===== src/rtl/conv_pkg.sv =====
// Shared definitions for the convolution output path: DSP width, geometry,
// FSM states and the requantisation helper reused by the pooling stages.
package conv_pkg;

  localparam int unsigned OUTPUT_DSP_WIDTH = 48;
  localparam int unsigned ACC_W            = 64;

  typedef enum logic [1:0] {
    ST_IDLE  = 2'd0,
    ST_RUN   = 2'd1,
    ST_DRAIN = 2'd2,
    ST_DONE  = 2'd3
  } state_e;

  function automatic int unsigned out_size(input int unsigned fm, input int unsigned k,
                                           input int unsigned pad, input int unsigned stride);
    return ((fm - k + 2 * pad) / stride) + 1;
  endfunction

  // Round half up, arithmetic shift, optional ReLU, saturate to out_w signed bits.
  function automatic logic signed [ACC_W-1:0] round_sat(input logic signed [ACC_W-1:0] acc,
                                                        input int unsigned shift,
                                                        input int unsigned out_w,
                                                        input logic relu);
    logic signed [ACC_W-1:0] rnd;
    logic signed [ACC_W-1:0] hi;
    logic signed [ACC_W-1:0] lo;
    rnd = (acc + (64'sd1 <<< (shift - 1))) >>> shift;
    hi  = (64'sd1 <<< (out_w - 1)) - 64'sd1;
    lo  = -hi - 64'sd1;
    if (relu && rnd[ACC_W-1]) begin
      return '0;
    end
    if (rnd > hi) begin
      return hi;
    end
    if (rnd < lo) begin
      return lo;
    end
    return rnd;
  endfunction

endpackage


===== src/rtl/sync_fifo.sv =====
// Synchronous FIFO with a registered head word; a push into an empty FIFO
// appears on the output the next cycle. Capacity is exactly DEPTH entries.
module sync_fifo #(
  parameter int unsigned  WIDTH = 8,
  parameter int unsigned  DEPTH = 16,
  localparam int unsigned PTR_W = $clog2(DEPTH),
  localparam int unsigned CNT_W = $clog2(DEPTH + 1)
) (
  input  logic             i_clk,
  input  logic             i_rst,
  input  logic             i_push,
  input  logic [WIDTH-1:0] i_data,
  input  logic             i_ready,
  output logic [WIDTH-1:0] o_data,
  output logic             o_valid,
  output logic             o_full,
  output logic             o_empty,
  output logic [CNT_W-1:0] o_count
);

  logic [WIDTH-1:0] mem_q [DEPTH];
  logic [PTR_W-1:0] wr_ptr_q, wr_ptr_d;
  logic [PTR_W-1:0] rd_ptr_q, rd_ptr_d;
  logic [CNT_W-1:0] count_q, count_d;
  logic [WIDTH-1:0] data_q, data_d;
  logic             valid_q, valid_d;
  logic             pop, push_ok;

  always_comb begin
    pop      = valid_q & i_ready;
    push_ok  = i_push & ((count_q != CNT_W'(DEPTH)) | pop);
    wr_ptr_d = wr_ptr_q;
    rd_ptr_d = rd_ptr_q;
    count_d  = count_q;
    data_d   = data_q;
    if (push_ok) wr_ptr_d = wr_ptr_q + PTR_W'(1);
    if (pop)     rd_ptr_d = rd_ptr_q + PTR_W'(1);
    case ({push_ok, pop})
      2'b10:   count_d = count_q + CNT_W'(1);
      2'b01:   count_d = count_q - CNT_W'(1);
      default: count_d = count_q;
    endcase
    valid_d = (count_d != '0);
    // Refill the head from storage, or bypass the incoming word when nothing sits behind it.
    if (pop || !valid_q) begin
      if ((count_q - CNT_W'(pop)) == '0) begin
        if (push_ok) data_d = i_data;
      end else begin
        data_d = mem_q[rd_ptr_d];
      end
    end
  end

  always_ff @(posedge i_clk) begin
    if (i_rst) begin
      wr_ptr_q <= '0;
      rd_ptr_q <= '0;
      count_q  <= '0;
      data_q   <= '0;
      valid_q  <= 1'b0;
    end else begin
      wr_ptr_q <= wr_ptr_d;
      rd_ptr_q <= rd_ptr_d;
      count_q  <= count_d;
      data_q   <= data_d;
      valid_q  <= valid_d;
    end
  end

  always_ff @(posedge i_clk) begin
    if (push_ok) mem_q[wr_ptr_q] <= i_data;
  end

  assign o_data  = data_q;
  assign o_valid = valid_q;
  assign o_full  = (count_q == CNT_W'(DEPTH));
  assign o_empty = (count_q == '0);
  assign o_count = count_q;

endmodule


===== src/rtl/conv_out_postproc.sv =====
// Convolution output post-processing: bias add, round-shift, ReLU, saturation,
// coordinate tagging and buffering toward the output-feature-map writer.
module conv_out_postproc
  import conv_pkg::*;
#(
  parameter int unsigned  FM_SIZE     = 5,
  parameter int unsigned  KERNEL_SIZE = 3,
  parameter int unsigned  PADDING     = 0,
  parameter int unsigned  STRIDE      = 1,
  parameter int unsigned  IN_WIDTH    = conv_pkg::OUTPUT_DSP_WIDTH,
  parameter int unsigned  BIAS_WIDTH  = 32,
  parameter int unsigned  OUT_WIDTH   = 16,
  parameter int unsigned  SHIFT       = 4,
  parameter bit           RELU        = 1'b1,
  parameter int unsigned  FIFO_DEPTH  = 16,
  localparam int unsigned OUT_SIZE    = out_size(FM_SIZE, KERNEL_SIZE, PADDING, STRIDE),
  localparam int unsigned RC_W        = (OUT_SIZE > 1) ? $clog2(OUT_SIZE) : 1
) (
  input  logic                         i_clk,
  input  logic                         i_rst,
  input  logic                         i_start,
  input  logic signed [BIAS_WIDTH-1:0] i_bias,
  input  logic                         i_en,
  input  logic signed [IN_WIDTH-1:0]   i_P,
  output logic signed [OUT_WIDTH-1:0]  o_data,
  output logic        [RC_W-1:0]       o_row,
  output logic        [RC_W-1:0]       o_col,
  output logic                         o_last,
  output logic                         o_valid,
  input  logic                         i_ready,
  output logic                         o_busy,
  output logic                         o_done,
  output logic                         o_overflow
);

  localparam int unsigned TOTAL  = OUT_SIZE * OUT_SIZE;
  localparam int unsigned CNT_W  = $clog2(TOTAL + 1);
  localparam int unsigned S1_W   = IN_WIDTH + 1;
  localparam int unsigned FIFO_W = OUT_WIDTH + 2 * RC_W + 1;
  localparam int unsigned FCNT_W = $clog2(FIFO_DEPTH + 1);

  state_e                        state_q, state_d;
  logic signed [BIAS_WIDTH-1:0]  bias_q, bias_d;
  logic [RC_W-1:0]               row_q, row_d, col_q, col_d;
  logic [CNT_W-1:0]              cnt_q, cnt_d;
  logic                          ovf_q, ovf_d;
  logic                          busy_q, done_q;
  logic                          accept_c, last_c;

  logic                          s1_vld_q, s1_last_q;
  logic signed [S1_W-1:0]        s1_q;
  logic [RC_W-1:0]               s1_row_q, s1_col_q;
  logic                          s2_vld_q, s2_last_q;
  logic signed [OUT_WIDTH-1:0]   s2_q;
  logic [RC_W-1:0]               s2_row_q, s2_col_q;

  logic                          fifo_full, fifo_empty, fifo_valid;
  logic [FCNT_W-1:0]             fifo_count;
  logic [FIFO_W-1:0]             fifo_dout;
  logic                          pop_c, drop_c, drained_c;

  assign last_c    = (cnt_q == CNT_W'(TOTAL - 1));
  assign pop_c     = fifo_valid & i_ready;
  assign drop_c    = s2_vld_q & fifo_full & ~pop_c;
  // FIFO counts as drained when empty or when its final word leaves this cycle.
  assign drained_c = fifo_empty | ((fifo_count == FCNT_W'(1)) & pop_c);

  always_comb begin
    state_d  = state_q;
    bias_d   = bias_q;
    row_d    = row_q;
    col_d    = col_q;
    cnt_d    = cnt_q;
    ovf_d    = ovf_q;
    accept_c = 1'b0;
    case (state_q)
      ST_IDLE: begin
        if (i_start) begin
          state_d = ST_RUN;
          bias_d  = i_bias;
          row_d   = '0;
          col_d   = '0;
          cnt_d   = '0;
          ovf_d   = 1'b0;
        end
      end
      ST_RUN: begin
        if (i_en) begin
          accept_c = 1'b1;
          cnt_d    = cnt_q + CNT_W'(1);
          if (col_q == RC_W'(OUT_SIZE - 1)) begin
            col_d = '0;
            row_d = row_q + RC_W'(1);
          end else begin
            col_d = col_q + RC_W'(1);
          end
          if (last_c) state_d = ST_DRAIN;
        end
      end
      ST_DRAIN: begin
        if (!s1_vld_q && !s2_vld_q && drained_c) state_d = ST_DONE;
      end
      ST_DONE:  state_d = ST_IDLE;
      default:  state_d = ST_IDLE;
    endcase
    if (drop_c) ovf_d = 1'b1;
  end

  always_ff @(posedge i_clk) begin
    if (i_rst) begin
      state_q <= ST_IDLE;
      bias_q  <= '0;
      row_q   <= '0;
      col_q   <= '0;
      cnt_q   <= '0;
      ovf_q   <= 1'b0;
      busy_q  <= 1'b0;
      done_q  <= 1'b0;
    end else begin
      state_q <= state_d;
      bias_q  <= bias_d;
      row_q   <= row_d;
      col_q   <= col_d;
      cnt_q   <= cnt_d;
      ovf_q   <= ovf_d;
      busy_q  <= (state_d != ST_IDLE);
      done_q  <= (state_d == ST_DONE);
    end
  end

  // Stage 1 adds the bias; stage 2 requantises.
  always_ff @(posedge i_clk) begin
    if (i_rst) begin
      s1_vld_q  <= 1'b0;
      s1_q      <= '0;
      s1_row_q  <= '0;
      s1_col_q  <= '0;
      s1_last_q <= 1'b0;
      s2_vld_q  <= 1'b0;
      s2_q      <= '0;
      s2_row_q  <= '0;
      s2_col_q  <= '0;
      s2_last_q <= 1'b0;
    end else begin
      s1_vld_q  <= accept_c;
      s1_q      <= S1_W'(i_P) + S1_W'(bias_q);
      s1_row_q  <= row_q;
      s1_col_q  <= col_q;
      s1_last_q <= last_c;
      s2_vld_q  <= s1_vld_q;
      s2_q      <= OUT_WIDTH'(round_sat(ACC_W'(s1_q), SHIFT, OUT_WIDTH, RELU));
      s2_row_q  <= s1_row_q;
      s2_col_q  <= s1_col_q;
      s2_last_q <= s1_last_q;
    end
  end

  sync_fifo #(
    .WIDTH (FIFO_W),
    .DEPTH (FIFO_DEPTH)
  ) u_fifo (
    .i_clk   (i_clk),
    .i_rst   (i_rst),
    .i_push  (s2_vld_q),
    .i_data  ({s2_q, s2_row_q, s2_col_q, s2_last_q}),
    .i_ready (i_ready),
    .o_data  (fifo_dout),
    .o_valid (fifo_valid),
    .o_full  (fifo_full),
    .o_empty (fifo_empty),
    .o_count (fifo_count)
  );

  assign {o_data, o_row, o_col, o_last} = fifo_dout;
  assign o_valid    = fifo_valid;
  assign o_busy     = busy_q;
  assign o_done     = done_q;
  assign o_overflow = ovf_q;

endmodule


===== config.mk =====
export PLATFORM = sky130hd
export DESIGN_NAME = conv_out_postproc
export DESIGN_NICKNAME = d
export VERILOG_FILES = /design/src/rtl/conv_pkg.sv /design/src/rtl/sync_fifo.sv /design/src/rtl/conv_out_postproc.sv
export SDC_FILE = /design/constraint.sdc
export NUM_CORES = 1
export LEC_CHECK = 0
export CAP_MARGIN = 20
export CORE_ASPECT_RATIO = 1.75
export CORE_UTILIZATION = 35
export CTS_BUF_LIST = sky130_fd_sc_hd__clkbuf_16
export DETAILED_ROUTE_END_ITERATION = 6
export PLACE_DENSITY = 0.5
export SKIP_CTS_REPAIR_TIMING = 1
export SLEW_MARGIN = 40
export SYNTH_ARGS = -nofsm -noshare
export SYNTH_HDL_FRONTEND = slang
export SYNTH_SLANG_ARGS = --single-unit

===== constraint.sdc =====
create_clock -name i_clk -period 7.64 [get_ports i_clk]
set_input_delay 1.528 -clock i_clk [delete_from_list [all_inputs] [get_ports i_clk]]
set_output_delay 1.528 -clock i_clk [all_outputs]
set_load 0.02 [all_outputs]

==> metrics.log <==
INFO  metric final_hold_viol_count = 0
INFO  metric reg2reg_to = u_fifo.o_data[7]
INFO  metric worstPathArrival = around 4.9 ns
INFO  metric relSlewSlack = about 44%
INFO  metric area_share_of_the_largest_cell_type_after_synthesis = between 40% and 50%
INFO  metric overflow = 0
INFO  metric yosys_register_bits = 490
INFO  metric avgSynthCellArea = roughly 13 um2
INFO  metric clockBufferDepth = 3
INFO  metric placement.setup.worst_slack = between 2 and 2.5 ns
INFO  metric finalMaxSlewViolations = 0
INFO  metric layout-drive-gt1-share = 16.03%
INFO  metric post_drt_via_cell_ratio = roughly 5.3
INFO  metric outcome = completed
INFO  metric setup_violations = 0
INFO  metric timing.critical_path.cells = clkdlybuf4s50_1, nand2_1, inv_2, xnor2_2, buf_12, mux4_2, mux4_2, nand2_1, a311oi_1
INFO  metric clock_tree_from_tritoncts = yes
INFO  metric crit_path_end_kind = flip-flop
INFO  metric antenna_diode_count = 0
INFO  metric rsz_0062_raised_after_global_routing = false
INFO  metric nFillCells = between 5000 and 6000
INFO  metric slowest_delay = between 0.6 and 0.7 ns
INFO  metric ys_seq_area_share = between 60% and 70%
INFO  metric timing.setup.tns = 0 ns
INFO  metric clk_latency = just under 0.6 ns
INFO  metric layout.cell_area.non_filler = about 26000 um2
INFO  metric start_util = a little over a third
INFO  metric syn_to_final_growth = 19.29%
INFO  metric yosysTopAreaCell = edfxtp_1
INFO  metric timing.hold.worst.start = s1_row_q[0]
INFO  metric netlist_top_cells_area = edfxtp_1 47%, dfxtp_1 14%, mux4_2 11%
INFO  metric placer_s_final_routability_congestion_estimate = approximately 0.83
INFO  metric critical_path_class = in -> reg
INFO  metric hold_end = s2_row_q[0]
INFO  metric placedCellCount = 2456
INFO  metric numCtsBuffers = 48
INFO  metric place_hpwl = ~37000 um
INFO  metric net_count_after_synthesis = between 1500 and 2000
INFO  metric hold-path-cell-count = 1
INFO  metric timing.critical_path.buf_inv = 3
INFO  metric gr_usage_total = 17.68%
INFO  metric post-route-util = 42.08%
INFO  metric worst-endpoint-required = between 8 and 9 ns
INFO  metric power_density = 232.6 nW/um2
INFO  metric reg2reg_setup_slack = approximately 4.1 ns
INFO  metric drt_iter0_drc = about 710
INFO  metric detail_route.first_pass.iterations = 7
INFO  metric global_route_wire_length_before_repair = 83310 um
INFO  metric maxCapViolCount = 0
INFO  metric synth_ff_type = edfxtp_1
INFO  metric ys_async_sr_fraction = 0%
INFO  metric worstMarginPinSlew = around 0.84 ns
INFO  metric static-leakage-power = a little under 9 nW
INFO  metric critPathLaunchType = input pin
INFO  metric first_global_vias = 14030
INFO  metric peakVddDrop = 0.1525 mV
INFO  metric totalWireLength = 54410 um
INFO  metric io-pin-count = 110
INFO  metric yosys_warnings = 0
INFO  metric finish.net_count = about 1900
INFO  metric clock_sinks = 490
INFO  metric vias = roughly 13000
INFO  metric edff_count_synth = around 340
INFO  metric placementRows = 120
INFO  metric post_detailed_route_count_of_antenna_violating_nets = 0
INFO  metric netlist_instances = around 1600
INFO  metric clk_transition_reported_paths = ~0.070 ns
INFO  metric worst_r2r_path_depth = 11
INFO  metric final-instance-count-excl-fill = around 2500
INFO  metric finalClockSkew = slightly above 0.03 ns
INFO  metric fin_total_pwr = roughly 6.0 mW
INFO  metric floorplan.core_area = between 60000 and 70000 um2
INFO  metric clock_tree.root_cell = clkbuf_16
INFO  metric critical_path.reg2reg.startpoint = u_fifo.o_valid
INFO  metric synth_unique_cells = between 80 and 90
INFO  metric clock.fmax = 224.4 MHz
INFO  metric timing.final.crit_period = ~4.5 ns
INFO  metric critPathTopFamily = multiplexers
INFO  metric whs = approximately 0.43 ns
INFO  metric post_synth_instance_area = ~22000 um2
INFO  metric die_area = between 60000 and 70000 um2
INFO  metric crit_path_top_delay_cell = xnor2_2
INFO  metric layout_setup_ws = between 3 and 4 ns
INFO  metric wl_per_cell = 21.37 um
INFO  metric maximum_number_of_pins_on_one_net_before_global_route_repair = 86
INFO  metric cts-htree-levels = 2
INFO  metric critPathMaxFanout = 78
INFO  metric antenna_violations_before_repair = 0
INFO  metric placement.cell_area = 24030 um2
INFO  metric detail_route.drc_violations = 0
INFO  metric timing.hold.worst.class = reg -> reg
INFO  metric numPortBuffers = roughly 110
INFO  metric layout_worst_path_cycle_share = 58.33%
INFO  metric die_width = 189.6 um
INFO  metric chipHeight = around 330 um
area by class of cell:
| cell class | count | area [um2] | share of cell area (%) |
|---|---|---|---|
| tap | 793 | 992.2 | 3.858 |
| inverter | 18 | 67.56 | 0.2627 |
| clock inverter | 41 | 446.7 | 1.737 |
| multi-input combinational | 1011 | 8160 | 31.73 |
| clock buffer | 49 | 1226 | 4.768 |
| timing repair buffer | 144 | 1652 | 6.422 |
| sequential | 490 | 13170 | 51.22 |
report_power, final:
group          internal [mW]  switching [mW]
Clock                   1.45            1.05
Combinational          0.221           0.263
Sequential              2.91          0.0922
Total                   4.58            1.40
cells in the mapped netlist (all sizes together) (16+ instances only):
master,count
nand4,29
edfxtp,336
dfxtp,154
buf,27
a311oi,21
nand2,156
xor2,32
a21oi,119
nor2b,25
xnor2,28
nand3,55
and3,16
nor2,130
a21o,28
nor3,21
clkbuf,56
mux4,105
o21ai,40
ha,61
inv,18
sequential cells by signal, summed over array words and instances (netlist names), 2 cells and up:
signal and flops:
s2_col_q 2, s1_q 46, u_fifo.wr_ptr_q 4, u_fifo.rd_ptr_q 4, bias_q 32, u_fifo.mem_q 336, state_q 2, col_q 2
s1_row_q 2, row_q 2, u_fifo.o_data 21, u_fifo.o_count 5, cnt_q 4, s2_row_q 2, s2_q 16, s1_col_q 2
cell usage in the layout (no fill, tap or decap), types with 26 or more instances in the layout:
cell type | Yosys | layout
a21oi_1 | 109 | 108
dfxtp_1 | 154 | 154
nor2_1 | 129 | 117
ha_1 | 61 | 61
nand2_1 | 156 | 155
edfxtp_1 | 336 | 336
clkbuf_16 | 0 | 49
a21o_1 | 28 | 28
o21ai_0 | 38 | 38
xor2_1 | 32 | 30
nand3_1 | 54 | 54
mux4_2 | 105 | 105
clkdlybuf4s50_1 | 0 | 108
xnor2_1 | 28 | 26
nand4_1 | 28 | 28
how the worst max path moves through the flow:
stage | startpoint | slack [ns] | cells after the start | endpoint
after floorplan | i_ready | 3.37 | 6 | u_fifo.mem_q[3][0]
after global placement | i_ready | 2.27 | 12 | u_fifo.o_data[19]
after detailed placement | i_ready | 2.49 | 9 | u_fifo.o_data[19]
after CTS | i_ready | 3.11 | 9 | u_fifo.o_data[17]
after global routing | i_ready | 2.87 | 12 | u_fifo.o_data[7]
final | i_ready | 3.18 | 9 | u_fifo.o_data[17]
metal layers:
layer  vias to the layer above  track usage (%)  share of wire, %
li1                       6337                -                 -
met1                      6675            19.13                37
met2                       287            35.35                57
met3                        86            1.907               3.3
met4                         0            5.224               2.6
met5                         -                0                 0
cells by family after synthesis:
| group | Yosys count | share of synthesized area [%] |
|---|---|---|
| buffers and inverters | 101 | 2.025 |
| AO/OA/AOI/OAI | 279 | 8.276 |
| AND/OR/NAND/NOR | 491 | 10.94 |
| adder cells (fa/ha/maj) | 61 | 3.540 |
| flip-flops | 490 | 61.10 |
| multiplexers | 119 | 11.67 |
| other | 1 | 0.01739 |
| XOR/XNOR | 60 | 2.437 |
Power figures use the tool's default switching activity.
